===== config.mk =====
export PLATFORM = sky130hd
export DESIGN_NAME = q3c_frame_ctrl_flat
export DESIGN_NICKNAME = d
export VERILOG_FILES = /design/src/rtl/q3c_frame_ctrl_pkg.sv /design/src/rtl/q3c_frame_ctrl_if.sv /design/src/rtl/q3c_frame_ctrl_next_state.sv /design/src/rtl/q3c_frame_ctrl.sv /design/src/flat_wrapper.sv
export SDC_FILE = /design/constraint.sdc
export NUM_CORES = 1
export LEC_CHECK = 0
export ABC_AREA = 1
export BUFFER_PORTS_ARGS = -buffer_cell sky130_fd_sc_hd__clkbuf_2
export CAP_MARGIN = 20
export CORE_MARGIN = 4
export CORE_UTILIZATION = 35
export CTS_CLUSTER_SIZE = 40
export DETAILED_ROUTE_END_ITERATION = 6
export PLACE_DENSITY = 0.62
export SETUP_SLACK_MARGIN = 0.02
export SYNTH_ARGS = -nofsm -noshare
export SYNTH_HDL_FRONTEND = slang
export SYNTH_HIERARCHICAL = 1
export SYNTH_SLANG_ARGS = --single-unit

===== constraint.sdc =====
create_clock -name clk -period 2.3 [get_ports clk]
set_input_delay 0.23 -clock clk [delete_from_list [all_inputs] [get_ports clk]]
set_output_delay 0.23 -clock clk [all_outputs]
set_load 0.02 [all_outputs]

===== src/rtl/q3c_frame_ctrl_pkg.sv =====
// Shared definitions for the q3c frame sequencer.
// Covers the symbol-state codes, the control states and the symbol-machine step/output functions.
package q3c_pkg;

    localparam int DEF_CNT_W = 8;

    localparam logic [2:0] S0 = 3'b000;
    localparam logic [2:0] S1 = 3'b001;
    localparam logic [2:0] S2 = 3'b010;
    localparam logic [2:0] S3 = 3'b011;
    localparam logic [2:0] S4 = 3'b100;

    typedef enum logic [1:0] {
        IDLE  = 2'd0,
        RUN   = 2'd1,
        DONE  = 2'd2,
        ABORT = 2'd3
    } ctrl_state_t;

    // Codes 101-111 cannot be reached, but they still map back to S0.
    function automatic logic [2:0] q3c_next(input logic [2:0] y, input logic x);
        logic [2:0] y_n;
        case (y)
            S0:      y_n = x ? S1 : S0;
            S1:      y_n = x ? S4 : S1;
            S2:      y_n = x ? S1 : S2;
            S3:      y_n = x ? S2 : S1;
            S4:      y_n = x ? S4 : S3;
            default: y_n = S0;
        endcase
        return y_n;
    endfunction

    function automatic logic q3c_z(input logic [2:0] y);
        return (y == S3) || (y == S4);
    endfunction

endpackage


===== src/rtl/q3c_frame_ctrl_if.sv =====
// Symbol/frame bundle between the source (master) and the frame controller (slave).
interface q3c_frame_ctrl_if #(
    parameter int CNT_W = 8
) ();
    logic             start;
    logic [CNT_W-1:0] len;
    logic             abort;
    logic             x_valid;
    logic             x;
    logic             x_ready;
    logic [2:0]       y;
    logic             z;
    logic             busy;
    logic             done;
    logic             aborted;
    logic [CNT_W-1:0] z_count;

    modport master (
        output start, len, abort, x_valid, x,
        input  x_ready, y, z, busy, done, aborted, z_count
    );

    modport slave (
        input  start, len, abort, x_valid, x,
        output x_ready, y, z, busy, done, aborted, z_count
    );
endinterface


===== src/rtl/q3c_frame_ctrl_next_state.sv =====
// Combinational step of the q3c symbol machine: gives the next state and its Moore output.
module q3c_next_state
    import q3c_pkg::*;
(
    input  logic [2:0] y,
    input  logic       x,
    output logic [2:0] y_next,
    output logic       z_next
);
    always_comb begin
        y_next = q3c_next(y, x);
        z_next = q3c_z(y_next);
    end
endmodule


===== src/rtl/q3c_frame_ctrl.sv =====
// Frame sequencer: launches a frame, steps the symbol machine once per accepted x,
// and reports completion, abort and the number of steps landing in a z-high state.
module q3c_frame_ctrl
    import q3c_pkg::*;
#(
    parameter int CNT_W = DEF_CNT_W
) (
    input  logic           clk,
    input  logic           reset,
    q3c_frame_ctrl_if.slave bus
);
    ctrl_state_t      state_reg, state_next;
    logic [2:0]       y_reg, y_next;
    logic [CNT_W-1:0] remaining_reg, remaining_next;
    logic [CNT_W-1:0] z_count_reg, z_count_next;

    logic [2:0] step_y;
    logic       step_z;

    q3c_next_state u_next_state (
        .y      (y_reg),
        .x      (bus.x),
        .y_next (step_y),
        .z_next (step_z)
    );

    always_ff @(posedge clk) begin
        if (reset) begin
            state_reg     <= IDLE;
            y_reg         <= S0;
            remaining_reg <= '0;
            z_count_reg   <= '0;
        end else begin
            state_reg     <= state_next;
            y_reg         <= y_next;
            remaining_reg <= remaining_next;
            z_count_reg   <= z_count_next;
        end
    end

    always_comb begin
        state_next     = state_reg;
        y_next         = y_reg;
        remaining_next = remaining_reg;
        z_count_next   = z_count_reg;
        case (state_reg)
            IDLE: begin
                if (bus.start) begin
                    y_next       = S0;
                    z_count_next = '0;
                    if (bus.len != '0) begin
                        remaining_next = bus.len;
                        state_next     = RUN;
                    end else begin
                        state_next = DONE;
                    end
                end
            end
            RUN: begin
                // Abort wins over a symbol offered in the same cycle.
                if (bus.abort) begin
                    state_next = ABORT;
                end else if (bus.x_valid) begin
                    y_next         = step_y;
                    remaining_next = remaining_reg - CNT_W'(1);
                    z_count_next   = z_count_reg + CNT_W'(step_z);
                    if (remaining_reg == CNT_W'(1)) begin
                        state_next = DONE;
                    end
                end
            end
            DONE:    state_next = IDLE;
            ABORT:   state_next = IDLE;
            default: state_next = IDLE;
        endcase
    end

    assign bus.x_ready = (state_reg == RUN) && !bus.abort;
    assign bus.busy    = (state_reg == RUN);
    assign bus.done    = (state_reg == DONE);
    assign bus.aborted = (state_reg == ABORT);
    assign bus.y       = y_reg;
    assign bus.z       = q3c_z(y_reg);
    assign bus.z_count = z_count_reg;

endmodule


===== src/flat_wrapper.sv =====
// flat-port wrapper written by rule: the top's interface ports become plain ports
module q3c_frame_ctrl_flat import q3c_pkg::*;
#(
    parameter int CNT_W = DEF_CNT_W
)
  (clk, reset, bus_start, bus_len, bus_abort, bus_x_valid, bus_x, bus_x_ready, bus_y, bus_z, bus_busy, bus_done, bus_aborted, bus_z_count);
  q3c_frame_ctrl_if #(.CNT_W(CNT_W)) bus_i ();
  input  logic clk;
  input  logic reset;
  input wire logic [$bits(bus_i.start)-1:0] bus_start;
  input wire logic [$bits(bus_i.len)-1:0] bus_len;
  input wire logic [$bits(bus_i.abort)-1:0] bus_abort;
  input wire logic [$bits(bus_i.x_valid)-1:0] bus_x_valid;
  input wire logic [$bits(bus_i.x)-1:0] bus_x;
  output wire logic [$bits(bus_i.x_ready)-1:0] bus_x_ready;
  output wire logic [$bits(bus_i.y)-1:0] bus_y;
  output wire logic [$bits(bus_i.z)-1:0] bus_z;
  output wire logic [$bits(bus_i.busy)-1:0] bus_busy;
  output wire logic [$bits(bus_i.done)-1:0] bus_done;
  output wire logic [$bits(bus_i.aborted)-1:0] bus_aborted;
  output wire logic [$bits(bus_i.z_count)-1:0] bus_z_count;
  assign bus_i.start = bus_start;
  assign bus_i.len = bus_len;
  assign bus_i.abort = bus_abort;
  assign bus_i.x_valid = bus_x_valid;
  assign bus_i.x = bus_x;
  assign bus_x_ready = bus_i.x_ready;
  assign bus_y = bus_i.y;
  assign bus_z = bus_i.z;
  assign bus_busy = bus_i.busy;
  assign bus_done = bus_i.done;
  assign bus_aborted = bus_i.aborted;
  assign bus_z_count = bus_i.z_count;
  q3c_frame_ctrl #(.CNT_W(CNT_W)) u_core (.clk(clk), .reset(reset), .bus(bus_i));
endmodule

==> reports/results.txt <==
run status: completed
Final nets: 275
Root Buffer: clkbuf_8
area fraction of the dominant cell type after synthesis: 31.5%
P&R area growth vs syn: 18.2%
Starting Density: 36.4%
Residual DRC: 0
top post-synthesis cells by area: dfxtp_1 (32%), nand2_1 (20%), nor2_1 (9.0%), inv_1 (7.6%), nand3_1 (6.8%)
maximum VDD drop: 0.296 mV
post-synth top area cell: dfxtp_1
Hold Crit Class: input port to register
Synth Net Count: 243
number of synthesized flops with an enable pin: 0
Sw Pwr: 407 uW
sequential area share after synthesis: 31.5%
vias: 1437
post-DP HPWL: 2430 um
Crit. End Element: register
PwrDens: 673 nW/um2
mapped cell area: 1330 um2
Tot Pwr: 1060 uW
Initial DRC Count: 89
Netlist cell types: 20
All-Layer GR Usage: 12.9%
crit path DAT: 1.87 ns
first-pass GRT wire length: 5350 um
CTS tree: built
share of post-route cells with drive strength above 1: 16.8%
Worst setup SP type: register
fin crit period: 1.68 ns
Tcrit/Tclk final: 73.2%
die area: 4860 um2
Sw Share: 38.4%
Seq cells post-synth: 21
Port Buffer Count: 29
YS warnings: 6
CP Max Fanout: 8
worst endpoint required time: 2.48 ns
Sequential Power Share: 41.0%
I/O pin count: 30
grt ovf: 0
TritonCTS buffer count: 3
Die H: 69.7 um
vias in the first global route: 1273
Slew headroom: 77.6%
post-cts resize count: 0
Skew-Pair Late Insertion Delay: 0.26 ns
clock tree buffer depth: 2
FMAX: 594 MHz
Slew Viols, Final: 0
DIE WIDTH: 69.7 um
power share of the clock group: 23.1%
H-tree depth: 1
clock-pin slew of the registers on the worst-case setup and hold paths: 0.08 ns
LEAKAGE: 0.000810 uW
final hold viol count: 0
unrepaired setup endpoints after global routing: no
GP Congestion: 0.822
largest net degree at the start of global routing: 21
setup violators final: 0
cell with the most instances after synthesis: nand2_1
number of vias per cell: 4.73
Comb power frac: 35.8%
drt pass-1 iters: 4
Post CTS Setup Buffer Count: 0
ANT cells: 0
cts hold-fix bufs: 0
P_int: 653 uW
asr flop ratio synth: 0%
initial antenna violation count: 0
Core Area: 3660 um2
commonest cells in the netlist: nand2_1 (70), nor2_1 (32), inv_1 (27), dfxtp_1 (21), nand3_1 (18)
Mapped Cells: 225
CTS sink count: 21
Slew @ Worst Pin: 0.335 ns
Setup TNS: 0 ns
Routed Antenna Nets: 0
final hold slack: 0.251 ns
clock skew: 0.00710 ns
wire per inst: 10.4 um
Max Cap Viol: 0
row cnt: 22
kind of critical path: register to register
Most used DFF post-synth: dfxtp_1
DRT Wirelength: 3150 um
synthesized area per cell: 5.93 um2
## layout by cell type, fill, tap and decap left out, drive strengths merged
| cell type | synthesis | final |
|---|---|---|
| nand2 | 73 | 73 |
| nor2 | 32 | 32 |
| clkbuf | 0 | 32 |
| inv | 28 | 28 |
| dfxtp | 21 | 21 |
| nand3 | 18 | 18 |
| a21oi | 17 | 17 |
| o21ai | 16 | 16 |
| nand4 | 4 | 4 |
| ha | 4 | 4 |
| buf | 5 | 3 |
| nor3 | 3 | 3 |
| clkinv | 2 | 3 |
| or2 | 1 | 1 |
| xor2 | 1 | 1 |
## worst max-delay path: stages (launching register included)
cell and delay [ns]:
dfxtp_1 0.47, inv_2 0.07, nand2_1 0.06, nand2_1 0.05, nand2_1 0.06, nand2_1 0.05
ha_1 0.19, ha_1 0.20, nand2_1 0.09, inv_1 0.04, nand2_1 0.08, clkinv_1 0.08
nor3_1 0.17
## metrics by stage
step / area, um2 / util, % / setup WS, ns / instances
after CTS: 1580 / 43.1 / 0.622 / 304
after floorplan: 1330 / - / 0.642 / 225
final: 1580 / 43.1 / 0.616 / 304
after global placement: 1530 / 41.8 / 0.690 / 300
after global routing: 1580 / 43.1 / 0.360 / 304
after detailed placement: 1530 / 41.8 / 0.639 / 300
## logic make-up after synthesis
group,after synthesis,synth area share [%]
buf+inv,35,10.8
simple gates,131,40.3
fa+ha+maj,4,3.75
xor+xnor,1,0.657
flops,21,31.5
compound gates,33,12.9
## per-layer routing
layer | part of all wire [%] | GRT usage (%) | up-vias
li1 | - | - | 772
met1 | 47 | 16.8 | 622
met2 | 46 | 22.1 | 39
met3 | 5.8 | 2.32 | 4
met4 | 0.79 | 3.19 | 0
met5 | 0 | 0 | -
## power by group through the flow
stage | logic [uW] | clock network (uW) | registers [uW]
global route | 432 | 269 | 441
CTS | 382 | 259 | 435
finish | 380 | 245 | 435
detailed placement | 380 | 0 | 444
global placement | 380 | 0 | 443
floorplan | 274 | 0 | 452
## final timing paths
path | startpoint | to | slack, ns | depth (start not counted)
max | u_core/bus.y[2] | u_core/bus.z_count[2] | 0.62 | 12
min reg2reg | u_core/bus.z_count[4] | u_core/bus.z_count[4] | 0.46 | 2
max reg2reg | u_core/bus.y[2] | u_core/bus.z_count[2] | 0.62 | 12
min | reset | u_core/remaining_reg[2] | 0.25 | 2
## cell type report
type / count / area, um2
fill: 379 / 2080
multi-input combinational: 169 / 769
sequential: 21 / 420
timing repair buffer: 32 / 168
inverter: 30 / 113
tap: 48 / 60.1
clock buffer: 3 / 41.3
clock inverter: 1 / 5.00
Note: power is estimated with default switching activity, not from simulation.
